--- config.mk ---
export PLATFORM = sky130hd
export DESIGN_NAME = conv_13_sdiv_seq_flat
export DESIGN_NICKNAME = d
export VERILOG_FILES = /design/src/rtl/conv_13_sdiv_pkg.sv /design/src/rtl/conv_13_sdiv_seq_if.sv /design/src/rtl/conv_13_udiv_step.sv /design/src/rtl/conv_13_sdiv_seq.sv /design/src/flat_wrapper.sv
export SDC_FILE = /design/constraint.sdc
export NUM_CORES = 1
export LEC_CHECK = 0
export CORE_UTILIZATION = 58
export CTS_BUF_LIST = sky130_fd_sc_hd__clkbuf_4 sky130_fd_sc_hd__clkbuf_8
export CTS_CLUSTER_DIAMETER = 150
export CTS_CLUSTER_SIZE = 10
export DETAILED_ROUTE_END_ITERATION = 10
export GPL_ROUTABILITY_DRIVEN = 0
export PLACE_DENSITY = 0.91
export RECOVER_POWER = 100
export SKIP_LAST_GASP = 1
export SLEW_MARGIN = 20
export SYNTH_ARGS = -nofsm -noshare
export SYNTH_HDL_FRONTEND = slang
export SYNTH_SLANG_ARGS = --single-unit
--- constraint.sdc ---
create_clock -name ap_clk -period 3 [get_ports ap_clk]
set_input_delay 0.6 -clock ap_clk [delete_from_list [all_inputs] [get_ports ap_clk]]
set_output_delay 0.6 -clock ap_clk [all_outputs]
set_load 0.01 [all_outputs]
--- src/rtl/conv_13_sdiv_pkg.sv ---
// Shared constants and types for the conv_13 signed sequential divider.
// Dividend is a 24-bit product-domain value, divisor an 8-bit weight,
// quotient saturates to 16 bits, and the remainder is 8 bits.
package conv_13_sdiv_pkg;

  localparam int unsigned DVD_W = 24;  // dividend width
  localparam int unsigned DVS_W = 8;   // divisor width
  localparam int unsigned QUO_W = 16;  // quotient (dout) width
  localparam int unsigned REM_W = 8;   // remainder width
  localparam int unsigned ITERS = 24;  // restoring iterations, one per dividend bit
  localparam int unsigned CNT_W = 5;   // iteration counter width

  localparam int SAT_MAX = 32767;
  localparam int SAT_MIN = -32768;

  localparam logic [QUO_W-1:0] SAT_POS = 16'h7FFF;
  localparam logic [QUO_W-1:0] SAT_NEG = 16'h8000;

  typedef enum logic [1:0] {
    ST_IDLE,
    ST_CALC,
    ST_FIX,
    ST_DONE
  } state_t;

endpackage

--- src/rtl/conv_13_sdiv_seq_if.sv ---
// Handshake and data bundle for conv_13_sdiv_seq.
//   master: drives ap_start/din0/din1, observes status and results
//   slave : the divider itself
interface conv_13_sdiv_seq_if
  import conv_13_sdiv_pkg::*;
();

  logic             ap_start;
  logic             ap_ready;
  logic             ap_done;
  logic             ap_idle;
  logic [DVD_W-1:0] din0;
  logic [DVS_W-1:0] din1;
  logic [QUO_W-1:0] dout;
  logic [REM_W-1:0] rem;
  logic             ovf;
  logic             dbz;

  modport master (
    output ap_start, din0, din1,
    input  ap_ready, ap_done, ap_idle, dout, rem, ovf, dbz
  );

  modport slave (
    input  ap_start, din0, din1,
    output ap_ready, ap_done, ap_idle, dout, rem, ovf, dbz
  );

endinterface

--- src/rtl/conv_13_udiv_step.sv ---
// One combinational restoring-division iteration on magnitudes.
//   i_prem : partial remainder (always < i_dmag for a non-zero divisor)
//   i_bit  : next dividend bit, MSB first
//   i_dmag : divisor magnitude
//   o_rem  : next partial remainder
//   o_q    : quotient bit produced this iteration
module conv_13_udiv_step
  import conv_13_sdiv_pkg::*;
(
  input  logic [REM_W-1:0] i_prem,
  input  logic             i_bit,
  input  logic [DVS_W-1:0] i_dmag,
  output logic [REM_W-1:0] o_rem,
  output logic             o_q
);

  logic [REM_W:0] w_trial;

  // The true difference is below 256, so subtracting in 8 bits is exact.
  always_comb begin
    w_trial = {i_prem, i_bit};
    o_q     = (w_trial >= {1'b0, i_dmag});
    o_rem   = o_q ? (w_trial[REM_W-1:0] - i_dmag) : w_trial[REM_W-1:0];
  end

endmodule

--- src/rtl/conv_13_sdiv_seq.sv ---
// Fixed-latency signed divider: 24-bit dividend / 8-bit divisor.
//   ap_clk, ap_rst : clock and synchronous active-high reset
//   bus (slave)    : ap_start/ap_ready/ap_done/ap_idle handshake,
//                    din0/din1 operands, dout/rem/ovf/dbz results
// Capture at T, 24 CALC cycles, sign/saturation fix at T+25, ap_done at T+26.
module conv_13_sdiv_seq
  import conv_13_sdiv_pkg::*;
#(
  parameter logic [31:0] ID        = 32'd1,
  parameter logic [31:0] NUM_STAGE = 32'd26
) (
  input  logic                   ap_clk,
  input  logic                   ap_rst,
  conv_13_sdiv_seq_if.slave      bus
);

  localparam logic [DVD_W-1:0] Q_POS_LIM = DVD_W'(SAT_MAX);
  localparam logic [DVD_W-1:0] Q_NEG_LIM = DVD_W'(-SAT_MIN);
  localparam logic [CNT_W-1:0] CNT_LAST  = CNT_W'(ITERS - 1);

  state_t           r_state, w_next;
  logic [DVD_W-1:0] r_dvd;     // dividend magnitude, shifts into quotient
  logic [REM_W-1:0] r_prem;
  logic [DVS_W-1:0] r_dmag;
  logic             r_sgn_n, r_sgn_d;
  logic [CNT_W-1:0] r_cnt;
  logic [QUO_W-1:0] r_dout;
  logic [REM_W-1:0] r_rem;
  logic             r_ovf, r_dbz;

  logic             w_idle, w_ready, w_done, w_last, w_neg;
  logic [REM_W-1:0] w_step_rem;
  logic             w_step_q;
  logic [QUO_W-1:0] w_fix_dout;
  logic [REM_W-1:0] w_fix_rem;
  logic             w_fix_ovf, w_fix_dbz;

  conv_13_udiv_step u_step (
    .i_prem (r_prem),
    .i_bit  (r_dvd[DVD_W-1]),
    .i_dmag (r_dmag),
    .o_rem  (w_step_rem),
    .o_q    (w_step_q)
  );

  assign w_last = (r_cnt == CNT_LAST);

  // State register
  always_ff @(posedge ap_clk) begin
    if (ap_rst) r_state <= ST_IDLE;
    else        r_state <= w_next;
  end

  // Next-state logic
  always_comb begin
    w_next = r_state;
    unique case (r_state)
      ST_IDLE: if (bus.ap_start) w_next = ST_CALC;
      ST_CALC: if (w_last)       w_next = ST_FIX;
      ST_FIX:                    w_next = ST_DONE;
      ST_DONE:                   w_next = ST_IDLE;
      default:                   w_next = ST_IDLE;
    endcase
  end

  // Handshake outputs
  always_comb begin
    w_idle  = (r_state == ST_IDLE);
    w_ready = w_idle & bus.ap_start & ~ap_rst;
    w_done  = (r_state == ST_DONE);
  end

  // Sign application and saturation on the finished magnitudes
  always_comb begin
    w_neg      = r_sgn_n ^ r_sgn_d;
    w_fix_dbz  = (r_dmag == '0);
    w_fix_ovf  = 1'b0;
    w_fix_dout = w_neg ? -r_dvd[QUO_W-1:0] : r_dvd[QUO_W-1:0];
    w_fix_rem  = r_sgn_n ? -r_prem : r_prem;
    if (w_fix_dbz) begin
      w_fix_ovf  = 1'b1;
      w_fix_rem  = '0;
      w_fix_dout = r_sgn_n ? SAT_NEG : SAT_POS;
    end else if (!w_neg && (r_dvd > Q_POS_LIM)) begin
      w_fix_ovf  = 1'b1;
      w_fix_dout = SAT_POS;
    end else if (w_neg && (r_dvd > Q_NEG_LIM)) begin
      w_fix_ovf  = 1'b1;
      w_fix_dout = SAT_NEG;
    end
  end

  // Datapath registers
  always_ff @(posedge ap_clk) begin
    if (ap_rst) begin
      r_dvd   <= '0;
      r_prem  <= '0;
      r_dmag  <= '0;
      r_sgn_n <= 1'b0;
      r_sgn_d <= 1'b0;
      r_cnt   <= '0;
      r_dout  <= '0;
      r_rem   <= '0;
      r_ovf   <= 1'b0;
      r_dbz   <= 1'b0;
    end else begin
      unique case (r_state)
        ST_IDLE: if (bus.ap_start) begin
          // -(-2^23) stays 24'h800000 as an unsigned magnitude
          r_dvd   <= bus.din0[DVD_W-1] ? -bus.din0 : bus.din0;
          r_dmag  <= bus.din1[DVS_W-1] ? -bus.din1 : bus.din1;
          r_sgn_n <= bus.din0[DVD_W-1];
          r_sgn_d <= bus.din1[DVS_W-1];
          r_prem  <= '0;
          r_cnt   <= '0;
        end
        ST_CALC: begin
          r_dvd  <= {r_dvd[DVD_W-2:0], w_step_q};
          r_prem <= w_step_rem;
          r_cnt  <= r_cnt + 1'b1;
        end
        ST_FIX: begin
          r_dout <= w_fix_dout;
          r_rem  <= w_fix_rem;
          r_ovf  <= w_fix_ovf;
          r_dbz  <= w_fix_dbz;
          r_cnt  <= '0;
        end
        default: ;
      endcase
    end
  end

  assign bus.ap_idle  = w_idle;
  assign bus.ap_ready = w_ready;
  assign bus.ap_done  = w_done;
  assign bus.dout     = r_dout;
  assign bus.rem      = r_rem;
  assign bus.ovf      = r_ovf;
  assign bus.dbz      = r_dbz;

endmodule

--- src/flat_wrapper.sv ---
// flat-port wrapper written by rule: the top's interface ports become plain ports
module conv_13_sdiv_seq_flat import conv_13_sdiv_pkg::*;
#(
  parameter logic [31:0] ID        = 32'd1,
  parameter logic [31:0] NUM_STAGE = 32'd26
)
  (ap_clk, ap_rst, bus_ap_start, bus_din0, bus_din1, bus_ap_ready, bus_ap_done, bus_ap_idle, bus_dout, bus_rem, bus_ovf, bus_dbz);
  conv_13_sdiv_seq_if bus_i ();
  input  logic ap_clk;
  input  logic ap_rst;
  input wire logic [$bits(bus_i.ap_start)-1:0] bus_ap_start;
  input wire logic [$bits(bus_i.din0)-1:0] bus_din0;
  input wire logic [$bits(bus_i.din1)-1:0] bus_din1;
  output wire logic [$bits(bus_i.ap_ready)-1:0] bus_ap_ready;
  output wire logic [$bits(bus_i.ap_done)-1:0] bus_ap_done;
  output wire logic [$bits(bus_i.ap_idle)-1:0] bus_ap_idle;
  output wire logic [$bits(bus_i.dout)-1:0] bus_dout;
  output wire logic [$bits(bus_i.rem)-1:0] bus_rem;
  output wire logic [$bits(bus_i.ovf)-1:0] bus_ovf;
  output wire logic [$bits(bus_i.dbz)-1:0] bus_dbz;
  assign bus_i.ap_start = bus_ap_start;
  assign bus_i.din0 = bus_din0;
  assign bus_i.din1 = bus_din1;
  assign bus_ap_ready = bus_i.ap_ready;
  assign bus_ap_done = bus_i.ap_done;
  assign bus_ap_idle = bus_i.ap_idle;
  assign bus_dout = bus_i.dout;
  assign bus_rem = bus_i.rem;
  assign bus_ovf = bus_i.ovf;
  assign bus_dbz = bus_i.dbz;
  conv_13_sdiv_seq #(.ID(ID), .NUM_STAGE(NUM_STAGE)) u_core (.ap_clk(ap_clk), .ap_rst(ap_rst), .bus(bus_i));
endmodule
; ---- Word level (Yosys, flattened, before mapping)
; Cells that the tools add are included.
[word_totals]
register_bits = 75
in_bits = 35
output_inout_bits = 29
[classes]
n_addsub = 6
magnitude_cmp = 3
eq_ne = 6
mux = 22
bitwise = 4
reduce_logical = 11
[ops]
columns = operator, n
row1 = 16-bit two-way mux, 5
row2 = 24-bit two-way mux, 2
row3 = 24-bit case mux with 2 select lines, 1
row4 = 8-bit two-way mux, 5
row5 = "24-bit by 15-bit greater-than comparator with 1-bit output, second input constant", 1
row6 = "24-bit by 16-bit greater-than comparator with 1-bit output, second input constant", 1
row7 = 24-bit negation, 1
row8 = 16-bit negation, 1
row9 = 8-bit negation, 2
row10 = 8-bit case mux with 2 select lines, 1
row11 = 5-bit case mux with 3 select lines, 1
row12 = 9-bit by 8-bit greater-or-equal comparator with 1-bit output, 1
row13 = 8-bit zero test, 1
row14 = 2-bit case mux with 4 select lines, 1
row15 = 2-bit AND reduction, 4
row16 = 8-bit subtractor, 1
row17 = "5-bit by 1-bit adder with 5-bit output, second input constant", 1
row18 = "5-bit == test, second input constant", 1
row19 = 5-bit two-way mux, 1
row20 = "2-bit == test, second input constant", 2
row21 = 2-bit two-way mux, 2
row22 = 1-bit two-way mux, 3
row23 = 3-bit nonzero test, 1
row24 = 1-bit bitwise AND, 2
row25 = other kinds (9), 10

; ---- Longest topological paths before layout
[logic_depth]
depth_word = 5
ltp_mapped = 10
ltp_nobuf = 10

; ---- By module
; A second synthesis with hierarchy kept.
[unflattened]
hier_cells = 613
hier_area_um2 = 4913.5
[by_module_without_submodules]
columns = module, n_inst, cells_each, area_each_um2
row1 = conv_13_sdiv_seq, 1, 544, 4393.0
row2 = conv_13_udiv_step, 1, 69, 520.5

; ---- Worst setup path before layout
; OpenSTA, ideal clock, no wires.
[synth_path]
path_kind = input -> register
start = input port bus_din0[10]
end = register u_core.r_dvd[17]
t_arrival_ns = 2.259
required_ns = 2.884
setup_slack_ns = 0.625
cell_stages = 6
n_path_buf = 0
cell_sequence = or4_4 -> or4_4 -> o41ai_4 -> xor2_1 -> a21o_1 -> a21oi_1
[synth_via]
elab_chain_cells = 4
[synth_rtl]
columns = element, line
row1 = from (decl), flat_wrapper.sv:12  ; input wire logic [$bits(bus_i.din0)-1:0] bus_din0;
row2 = 24-bit negation, conv_13_sdiv_seq.sv:110  ; r_dvd <= bus.din0[DVD_W-1] ? -bus.din0 : bus.din0;
row3 = 24-bit two-way mux, conv_13_sdiv_seq.sv:110
row4 = 24-bit two-way mux, conv_13_sdiv_seq.sv:108  ; ST_IDLE: if (bus.ap_start) begin
row5 = 24-bit case mux with 2 select lines, conv_13_sdiv_seq.sv:107  ; unique case (r_state)
row6 = to (signal assigned), conv_13_sdiv_seq.sv:110
row7 = to (signal assigned), conv_13_sdiv_seq.sv:118  ; r_dvd <= {r_dvd[DVD_W-2:0], w_step_q};
row8 = to (decl), conv_13_sdiv_seq.sv:22  ; logic [DVD_W-1:0] r_dvd;
; Every way passes these cells. The select of a mux whose other input is x is not followed.
; A chain may end at the register's enable or synchronous reset.

; ---- Final worst setup path
[layout_path]
start = input port bus_din0[10]
end = register u_core.r_dvd[21]
; The elaborated chain is that of the path after synthesis.

==> metrics <==
Final Hold Fails=0; MaxCap Viol Count=0; Area Overhead vs Synth=18.9%; status=complete, no violations; FILL cells=between 600 and 700; DR iter-0 viols=between 300 and 400; Synth Flop Type=dfxtp_1; P_int=approximately 0.0030 W; Worst Hold Class=reg2reg; leading area contributor after synthesis=dfxtp_1; Pwr Density=between 900 and 1000 mW/mm^2; crit path kind=in2reg; worst ir drop on vdd=~600 uV; Seq cells post-synth=75; crit path DAT=between 3 and 4 ns; Final WS setup=around 0.17 ns; Die Span Y=~93 um; wire length per cell=15.9 um; footprint of the multi-input gates=approximately 0.0030 mm^2; top-area cell type share of the netlist area=between 30% and 40%; H-Tree Level Count=3; post-synthesis instance area=between 0.004 and 0.005 mm^2; sequential area share after synthesis=a little under a third; vias in the first global route=about 4600; Post-CTS Setup Inserts=0; Max-slew headroom=around 22%; synthesized area per cell=7.75 um^2; largest net degree at the start of global routing=just under 70; commonest non-fill, non-tap cells in the layout=nand2_1, dfxtp_1, nor2_1; I/O pin cnt=between 60 and 70; CP delay by family, top=simple AND/OR/NAND/NOR gates; TNS Setup=0 ns; RSZ-0062 raised after global routing=no; n_diodes=0; Initial Util=between 60% and 70%; post_cts resized=0; worst-path maximum fanout=5; CTS Buffer Depth=2; Detail Route Antenna Nets=0; leading cell type in the layout, fill and taps excluded=nand2_1; die area=just under 0.009 mm^2; Post-synth EDFFs=0; antenna violations before repair=0; clk_lat worst skew=0.36 ns; Hold-fix buffers, CTS=0; root buf cell=clkbuf_8; Required @ worst endpoint=about 3.2 ns; post-DR vias/cell=6.17; leakage=around 2.2 nW; Final period util=a little over nine tenths; clock share of power=around 16%; Final Core Density=between 70 and 80%; count of final setup violators=0; non-filler instance count after layout=~790; NetSw=~0.0025 W; core area=0.00789 mm^2; Worst Path Buf+Inv=1; Global Route Usage Sum=30.1%; Distinct cells, synth=58; top layer in use=met4; DPL Wire Length=about 9000 um; grt total ovfl=0; Worst-path clk slew=around 0.08 ns; f_max=about 0.35 GHz; dpl ws=a little under 0.008 ns; Synth Warn #=0; # DRC=0; Site Rows=32; Gate power share=a little over half; nets=about 730; first-pass GRT wire length=about 21000 um; WL met3=about 940 um; skew final=around 0.0058 ns; cts bufs inserted=9; worst-margin pin slew=between 1 and 1.5 ns; Worst path slowest cell=or4_1; Switching Fraction=45.7%; post-synth net total=between 600 and 700; final instance area=0.00573 mm^2; layout cells sized above 1=7.16%; asr flop ratio synth=0%; CTS tree=built; crit path cell chain=clkdlybuf4s50_1, or4_4, or4_1, o21ai_0, xor2_1, a21o_1, a21oi_1; sequential power share=~30%; drt pass-1 iters=5; register area=0.00150 mm^2; routed wl met2=about 6000 um; I/O Buffers=63; M1 WL=5260 um; final wirelength=12500 um; clk sink count=75; Synth area leaders=dfxtp_1, nand2_1, a21oi_1, nor2_1, xor2_1; minimum clock period=2.83 ns; critical path's largest stage delay=approximately 0.69 ns; vias=4847; crit path launch type=input port; placed insts=a little under 800; die width=between 90 and 100 um; post-synthesis cell count=just over 600; Max Slew Vio Count=0; Worst setup EP type=flip-flop; dpl cell area=about 0.0055 mm^2
-- layer usage --
| layer | vias to the layer above | track usage (%) |
|---|---|---|
| met2 | 229 | 51.2 |
| met5 | - | 0 |
| met3 | 43 | 6.34 |
| li1 | 2329 | - |
| met1 | 2246 | 37.0 |
| met4 | 0 | 11.9 |
-- power groups by stage --
stage / combinational (W) / sequential (W) / clock (W)
3_5_place_dp: 0.00297 / 0.00162 / 0
3_3_place_gp: 0.00285 / 0.00161 / 0
4_1_cts: 0.00301 / 0.00160 / 0.000883
2_1_floorplan: 0.00221 / 0.00152 / 0
6_report: 0.00299 / 0.00162 / 0.000875
5_1_grt: 0.00330 / 0.00165 / 0.000921
-- area by class of cell --
| class | count | area share, % |
|---|---|---|
| Clock inverter | 6 | 1.53 |
| Multi-Input combinational cell | 485 | 52.9 |
| Sequential cell | 75 | 26.2 |
| Clock buffer | 10 | 2.40 |
| Inverter | 25 | 1.64 |
| Timing Repair Buffer | 83 | 13.1 |
| Tap cell | 102 | 2.23 |
-- metrics by stage --
stage               hold WS (ns)  power (W)
floorplan                  0.442    0.00373
global placement           0.456    0.00446
detailed placement         0.464    0.00460
CTS                        0.476    0.00550
global route               0.496    0.00587
finish                     0.473    0.00548
-- synth_stat cells, types with 4 or more instances --
library cell and n:
inv_1 24, or3_1 5, ha_1 17, nor2_1 62, or4_1 4, a221oi_1 4, o41ai_1 4, nand2b_1 15
a21oi_1 49, mux2i_1 10, a31oi_1 6, o221a_2 4, a21o_1 7, o21ai_0 35, nor2b_1 8, nand3_1 18
o31ai_1 10, clkbuf_1 30, o211ai_1 10, xor2_1 25, xnor2_1 20, nor3_1 17, nand2_1 78, a211oi_1 20
dfxtp_1 75, nor4_1 8, and2_1 5, nand4_1 5, clkbuf_8 4
-- state kept, by name, summed over array words and instances (netlist names) --
register and flops:
u_core.r_dvd 24, u_core.bus.dout 16, u_core.bus.rem 8, u_core.r_dmag 8, u_core.r_prem 8, u_core.r_cnt 5, u_core.r_state 2, u_core.bus.dbz 1
u_core.bus.ovf 1, u_core.r_sgn_d 1, u_core.r_sgn_n 1
-- worst reg2reg max path: stages, from the launching register on --
cell and delay, ns:
dfxtp_1 0.33, nor4_1 0.53, nand2_1 0.10, clkbuf_1 0.33
a21oi_1 0.43, o21a_1 0.27, clkbuf_1 0.37, a311oi_1 0.15
-- logic make-up (layout without fill, tap and decap cells) --
| kind of cell | count (synthesis) | count (layout) | synth area share [%] |
|---|---|---|---|
| flops | 75 | 75 | 31.1 |
| mux | 11 | 11 | 2.31 |
| buf+inv | 62 | 124 | 5.81 |
| fa+ha+maj | 18 | 18 | 4.83 |
| simple gates | 242 | 242 | 24.4 |
| compound gates | 169 | 169 | 23.3 |
| xor+xnor | 45 | 45 | 8.17 |
-- worst paths after layout --
check,startpoint,to,slack [ns],depth (start not counted)
hold reg to reg,u_core.bus.rem[2],u_core.bus.rem[2],0.47,2
setup / recovery,bus_din0[10],u_core.r_dvd[21],0.17,7
hold / removal,u_core.bus.rem[2],u_core.bus.rem[2],0.47,2
setup reg to reg,u_core.r_dmag[4],u_core.bus.dout[9],0.34,7
(Power assumes the default switching activity.)
